## config.mk

```make
export PLATFORM = sky130hd
export DESIGN_NAME = hello_scroller
export DESIGN_NICKNAME = d
export VERILOG_FILES = /design/src/rtl/hello_pkg.sv /design/src/rtl/tick_gen.sv /design/src/rtl/hello_scroller.sv
export SDC_FILE = /design/constraint.sdc
export NUM_CORES = 1
export LEC_CHECK = 0
export CAP_MARGIN = 10
export CORE_MARGIN = 4
export CORE_UTILIZATION = 30
export DETAILED_ROUTE_END_ITERATION = 7
export PLACE_DENSITY_LB_ADDON = 0.12
export SLEW_MARGIN = 20
export SYNTH_ARGS = -nofsm -noshare
export SYNTH_HDL_FRONTEND = slang
export SYNTH_HIERARCHICAL = 1
export SYNTH_SLANG_ARGS = --single-unit
```

## constraint.sdc

```tcl
create_clock -name clk -period 4.15 [get_ports clk]
set_input_delay 1.0375 -clock clk [delete_from_list [all_inputs] [get_ports clk]]
set_output_delay 1.0375 -clock clk [all_outputs]
set_load 0.01 [all_outputs]
```

## src/rtl/hello_pkg.sv

```systemverilog
// Shared constants for the HELLO scroller: character codes, message ROM and FSM states.
package hello_pkg;

    localparam int unsigned MSG_LEN = 8;
    localparam int unsigned PTR_W   = $clog2(MSG_LEN);

    localparam logic [2:0] CODE_H     = 3'd0;
    localparam logic [2:0] CODE_E     = 3'd1;
    localparam logic [2:0] CODE_L     = 3'd2;
    localparam logic [2:0] CODE_O     = 3'd3;
    localparam logic [2:0] CODE_BLANK = 3'd4;

    // Element 0 is the first message character, so the concatenation reads backwards.
    localparam logic [MSG_LEN-1:0][2:0] MSG_ROM = {
        CODE_BLANK, CODE_BLANK, CODE_BLANK, CODE_O, CODE_L, CODE_L, CODE_E, CODE_H
    };

    typedef enum logic {S_STOP, S_RUN} scroll_state_t;

endpackage

```

## src/rtl/tick_gen.sv

```systemverilog
// Prescaler: counts 0..TICKS-1 while enabled and flags the last count of each period.
module tick_gen #(
    parameter int unsigned TICKS = 25_000_000
) (
    input  logic clk,
    input  logic rst,
    input  logic clr,
    input  logic en,
    output logic tick
);

    localparam int unsigned CW = $clog2(TICKS + 1);
    localparam logic [CW-1:0] LAST = CW'(TICKS - 1);

    logic [CW-1:0] count_q, count_d;

    always_comb begin
        count_d = count_q;
        if (clr) begin
            count_d = '0;
        end else if (en) begin
            count_d = (count_q == LAST) ? '0 : count_q + CW'(1);
        end
    end

    always_ff @(posedge clk or posedge rst) begin
        if (rst) begin
            count_q <= '0;
        end else begin
            count_q <= count_d;
        end
    end

    assign tick = en && (count_q == LAST);

endmodule

```

## src/rtl/hello_scroller.sv

```systemverilog
// Scrolls "HELLO___" across NUM_DISP HELO digit decoders, automatically or by manual step.
module hello_scroller
    import hello_pkg::*;
#(
    parameter int unsigned TICKS    = 25_000_000,
    parameter int unsigned NUM_DISP = 6
) (
    input  logic                    clk,
    input  logic                    rst,
    input  logic                    run,
    input  logic                    step,
    input  logic                    dir,
    output logic [3*NUM_DISP-1:0]   codes,
    output logic [PTR_W-1:0]        ptr,
    output logic                    adv
);

    scroll_state_t    state_q, state_d;
    logic [PTR_W-1:0] ptr_q, ptr_d;
    logic             adv_q, adv_d;
    logic             running, tg_en, tick, advance;

    assign running = (state_q == S_RUN);
    // Dropping run clears the prescaler in the same cycle, so a restart counts a full period.
    assign tg_en   = running && run;

    tick_gen #(
        .TICKS (TICKS)
    ) u_tick_gen (
        .clk  (clk),
        .rst  (rst),
        .clr  (!tg_en),
        .en   (tg_en),
        .tick (tick)
    );

    assign advance = tick || (!running && !run && step);

    always_comb begin
        state_d = state_q;
        unique case (state_q)
            S_STOP:  if (run)  state_d = S_RUN;
            S_RUN:   if (!run) state_d = S_STOP;
            default: state_d = S_STOP;
        endcase
    end

    always_comb begin
        ptr_d = ptr_q;
        if (advance) begin
            ptr_d = dir ? ptr_q - PTR_W'(1) : ptr_q + PTR_W'(1);
        end
        adv_d = advance;
    end

    always_ff @(posedge clk or posedge rst) begin
        if (rst) begin
            state_q <= S_STOP;
            ptr_q   <= '0;
            adv_q   <= 1'b0;
        end else begin
            state_q <= state_d;
            ptr_q   <= ptr_d;
            adv_q   <= adv_d;
        end
    end

    assign ptr = ptr_q;
    assign adv = adv_q;

    // Highest digit is leftmost and shows the message character at ptr.
    for (genvar i = 0; i < NUM_DISP; i++) begin : g_codes
        logic [PTR_W-1:0] idx;
        assign idx              = ptr_q + PTR_W'(NUM_DISP - 1 - i);
        assign codes[3*i +: 3] = MSG_ROM[idx];
    end

endmodule

```

# Yosys cells after proc, flatten, opt, wreduce, memory -nomap -nowiden
# Memories as Yosys holds them, arrays and structs flattened.
# Cells that the tools add are included.
# word_totals
reg_bits	30
latchBits	0
ramBits	0
romBits	144
inputBits	5
output_inout_bits	22
elab_cells	41
memories	6
# op_classes
addsub	7
n_mul	0
div_mod_pow	0
magnitude_cmp	6
n_eq_ne	1
shift	0
n_mux	10
n_bitwise	0
reduce_logical	7
# memory_table
memory	words	width	read_ports	rd_ports_with_merged_regs	write_ports	line_no	text
(name not given)	8	3	1	0	0	hello_scroller.sv:75	assign codes[3*i +: 3] = MSG_ROM[idx];
(name not given)	8	3	1	0	0	hello_scroller.sv:75	
(name not given)	8	3	1	0	0	hello_scroller.sv:75	
(name not given)	8	3	1	0	0	hello_scroller.sv:75	
(name not given)	8	3	1	0	0	hello_scroller.sv:75	
(name not given)	8	3	1	0	0	hello_scroller.sv:75	
# ops
operator	count
25-bit 2-to-1 mux	2
25-bit by 1-bit adder with 25-bit output (second input constant)	1
25-bit equality test (second input constant)	1
3-bit by 4-bit < comparator with 1-bit output (second input constant)	6
3-bit 2-to-1 mux	7
3-bit by 2-bit adder with 3-bit output (second input constant)	2
3-bit adder (second input constant)	2
1-bit logical AND	4
3-bit by 1-bit adder with 3-bit output (second input constant)	1
3-bit by 1-bit subtractor with 3-bit output (second input constant)	1
1-bit logical NOT	2
1-bit logical OR	1
1-bit 2-to-1 mux	1

# Longest topological paths before layout
# logic_depth
word_depth	4
mapped_depth	8
depth_no_buf	7

# Modules after synthesis
# The synthesis kept the hierarchy.
# modules_own_cells
module	n_inst	cells_per_inst	area_per_inst_um2	seq_area_each_um2
tick_gen	1	187	1604.0	625.6
hello_scroller	1	58	475.5	125.1

# Least setup slack after synthesis
# No wires, ideal clock.
# synth_timing
kind	input to register
startpoint	input port run
endpoint	register u_tick_gen.count_q[22]
setup_ps	73
arrival_time_ps	2677
required_ps	4077
setup_slack_ps	1400
path_stages	8
path_buffers	2
path_cell_list	nand2_1 -> inv_1 -> buf_2 -> o21ai_1 -> or4_1 -> buf_2 -> or4_4 -> a21oi_2
# synth_between
elab_chain_len	2
# synth_rtl
element	line_no	text
start: declaration	hello_scroller.sv:10	input logic run,
1-bit logical AND	hello_scroller.sv:25	assign tg_en = running && run;
net tg_en	hello_scroller.sv:21	logic running, tg_en, tick, advance;
25-bit 2-to-1 mux	tick_gen.sv:19	if (clr) begin
end signal: assignment	tick_gen.sv:30	count_q <= count_d;
end: declaration	tick_gen.sv:15	logic [CW-1:0] count_q, count_d;
# The timed path passes the listed nets, and every way through them passes these cells.
# A chain may end at the register's enable or synchronous reset.

# Worst setup path in the final report
# layout_timing
startpoint	register ptr_q[1], in the netlist ptr[1]
endpoint	output port codes[7]
# layout_between
elab_chain_len	3
# layout_rtl
element	line_no	text
start: declaration	hello_scroller.sv:19	logic [PTR_W-1:0] ptr_q, ptr_d;
start signal: assignment	hello_scroller.sv:63	ptr_q <= ptr_d;
3-bit by 2-bit adder with 3-bit output	hello_scroller.sv:74	assign idx = ptr_q + PTR_W'(NUM_DISP - 1 - i);
memory 8 x 3 bit	-	
3-bit 2-to-1 mux (implied by the code)	hello_scroller.sv:75	
end: declaration	hello_scroller.sv:13	output logic [3*NUM_DISP-1:0] codes,
# Every way passes these cells. The select of a mux whose other input is x is not followed.

==> impl_metrics.py <==
metrics = {
    "setup_path": {
        "cp.arrival_ns": 2.38,
        "critical-path-top-delay-family": "buffers and inverters",
        "crit_type": "register to primary output",
        "crit_slowest_cell": "clkdlybuf4s50_1",
        "r2r_start": "u_tick_gen/count_q[0]",
        "critPathLaunch": "ptr[1]",
        "worst-path-buf-inv": 4,
        "worst_path_most_repeated_cell": "inv_1",
        "crit_required_ns": 3.11,
        "cp-end-kind": "primary output",
        "slowest_delay_ns": 0.56,
        "path_cells": "inv_1 > ha_1 > inv_1 > ha_1 > inv_1 > o21ai_0 > clkdlybuf4s50_1",
        "critPathLaunchType": "register",
        "path_max_fanout": 7,
    },
    "yosys": {
        "avgSynthCellArea_um2": 8.49,
        "syn_inst": 245,
        "synth_edf_count": 0,
        "ys.flop_type": "dfrtp_1",
        "synthAdderAreaFrac_pct": 7.16,
        "synth_seq_cells": 30,
        "synthDistinctLibCells": 48,
        "synthXorXnorAreaFrac_pct": 3.37,
        "synth_compound_area_share_pct": 14.6,
        "netlist_area_um2": 2080,
        "ys_seq_area_share_pct": 36.1,
        "ys_async_sr_fraction_pct": 100,
        "synth_top_family_by_area": "simple AND/OR/NAND/NOR gates",
        "synthMuxAreaShare_pct": 2.89,
        "synth-simple-area-share_pct": 30.0,
        "yosysWarnings": 6,
        "synth_nets": 261,
    },
    "die": {
        "die_w_um": 91.3,
        "core_um2": 6760,
        "rows": 30,
        "initial_utilization_pct": 30.8,
        "ios": 27,
        "die_h_um": 91.3,
        "dieArea_um2": 8330,
    },
    "cts": {
        "cts_made_buffers": 5,
        "cts_tree": "yes",
        "cts_hold_buf": 0,
        "cts_buffer_depth": 2,
        "htreeDepth": 2,
        "clock_latency_ns": 0.27,
        "post_cts_buffers": 0,
        "cts.clk_slew.worst_paths_ns": 0.06,
        "root_buffer": "clkbuf_8",
        "postCtsResizedCells": 0,
        "cts_sinks": 30,
    },
    "global_routing": {
        "antenna_found_initial": 0,
        "grt_pass1_vias": 1804,
        "grt_pass1_wl_um": 9540,
        "grt_start_max_net_pins": 26,
        "overflow": 0,
        "grt_usage_pct": 14.1,
    },
    "worst_hold_path": {
        "hp-start": "u_tick_gen/count_q[22]",
        "hp-class": "register to register",
    },
    "timing": {
        "setup_viol": 0,
        "maxSlewViolCount": 0,
        "fin_crit_sh_pct": 82.3,
        "fin_tns_setup_ns": 0,
        "worst_pin_slew_ns": 0.775,
        "fmax_mhz": 293,
        "hold_violations": 0,
        "slew_headroom_pct": 47.9,
        "period_needed_ns": 3.42,
        "clock_skew_ns": 0.00621,
        "holdWs_ns": 0.575,
        "rsz0062_at_grt": "no",
    },
    "finish": {
        "final_common_cell": "dfrtp_1",
        "area_delta_synth_final_pct": 19.7,
        "n_antenna_cell": 0,
        "fin_nets": 285,
        "drive_above_1_share_pct": 8.96,
        "final_core_util_pct": 36.9,
        "final_cell_mix": "dfrtp_1, nand2_1, clkdlybuf4s50_1",
    },
    "job": {
        "maxCapViolations": 0,
    },
    "detailed_routing": {
        "route.detailed.drc": 0,
        "first_pass_iters": 4,
        "routed_wl_um": 5610,
        "avgViaCountPerCell": 5.43,
        "dr.first_iter.drc_count": 139,
        "antenna_left": 0,
        "wl_per_cell_um": 16.1,
        "vias": 1891,
    },
    "outcome": {
        "status": "complete, no violations",
    },
    "power_and_ir_drop": {
        "ir_worst_vdd_uv": 516,
        "powerDensity_nw_per_um2": 523,
        "power.leakage_nw": 0.947,
    },
    "placed_design": {
        "place_congestion": 0.782,
        "dp_hpwl_um": 4070,
        "port_buffers": 26,
    },
}
[cell families after synthesis]
group                    count (synthesis)
adder cells (fa/ha/maj)                 12
AND/OR/NAND/NOR                        114
XOR/XNOR                                 8
multiplexers                             6
AO/OA/AOI/OAI                           44
buffers and inverters                   31
flip-flops                              30
[cells in the mapped netlist, types with 2 or more instances]
master    number  area [µm²]
nor3_1         7        35.0
nand2_1       27         101
a21oi_2        2        17.5
a21oi_1        6        30.0
nand4_1       15        93.8
inv_1         18        67.6
o32ai_1        4        35.0
ha_1          11         138
o21ai_0       14        70.1
nor4_1         4        25.0
nor2_1        17        63.8
o21ai_1        2        10.0
nand3_1       17        85.1
dfrtp_1       30         751
mux2i_1        6        60.1
buf_2          5        25.0
xor2_1         4        35.0
xnor2_1        4        35.0
or4_1          6        45.0
o311ai_1       2        17.5
or3_2          3        22.5
or2_2          2        12.5
o211ai_1       3        22.5
or3_1          5        31.3
clkbuf_1       6        22.5
o31ai_1        3        22.5
[cell type report]
class / count / area [µm²]
fillers: 705 / 4270
flip-flops and latches: 30 / 751
inverters: 20 / 75.1
multi-input cells: 184 / 1210
repair buffers: 28 / 275
clock buffers: 6 / 82.6
well taps: 80 / 100
[state kept, by name, summed over array words and instances (netlist names)]
| register | cells |
|---|---|
| running | 1 |
| adv | 1 |
| ptr | 3 |
| u_tick_gen/count_q | 25 |
[stage by stage]
stage               worst slack (ns)  cells  cell area, µm²  power, mW
finish                         0.734    348            2490       1.30
global route                   0.522    348            2490       1.41
CTS                            0.714    348            2490       1.33
detailed placement             0.671    342            2410       1.09
global placement               0.693    342            2410       1.10
floorplan                       1.40    245            2080      0.694
[routing by layer]
metal,GRT usage [%],share of wire [%],vias to the layer above
met5,0,0,-
met4,2.26,0.34,0
met3,2.73,3.8,2
met2,19.9,44,38
met1,22.3,52,910
li1,-,-,941
[worst register-to-register path, stage by stage, from the launching register on]
cell and delay [ns]:
dfrtp_1 0.48, ha_1 0.32, o21ai_1 0.18, or4_1 0.69, or4_4 0.53, a21oi_2 0.13
[power by group]
group	leakage (nW)	switching [mW]	internal, mW
combinational	0.496	0.339	0.393
clock	0.0431	0.104	0.128
sequential	0.408	0.0316	0.309
total	0.947	0.474	0.829
[final timing paths]
kind                                           to  slack, ns  depth (start not counted)
min in group asynchronous                     adv       1.01                          2
min reg2reg                u_tick_gen/count_q[22]       0.57                          2
min                        u_tick_gen/count_q[22]       0.57                          2
max in group asynchronous  u_tick_gen/count_q[21]       2.61                          2
max                                      codes[7]       0.73                          7
max reg2reg                u_tick_gen/count_q[22]       1.73                          5
No activity file was read; power rests on OpenSTA's default activity.
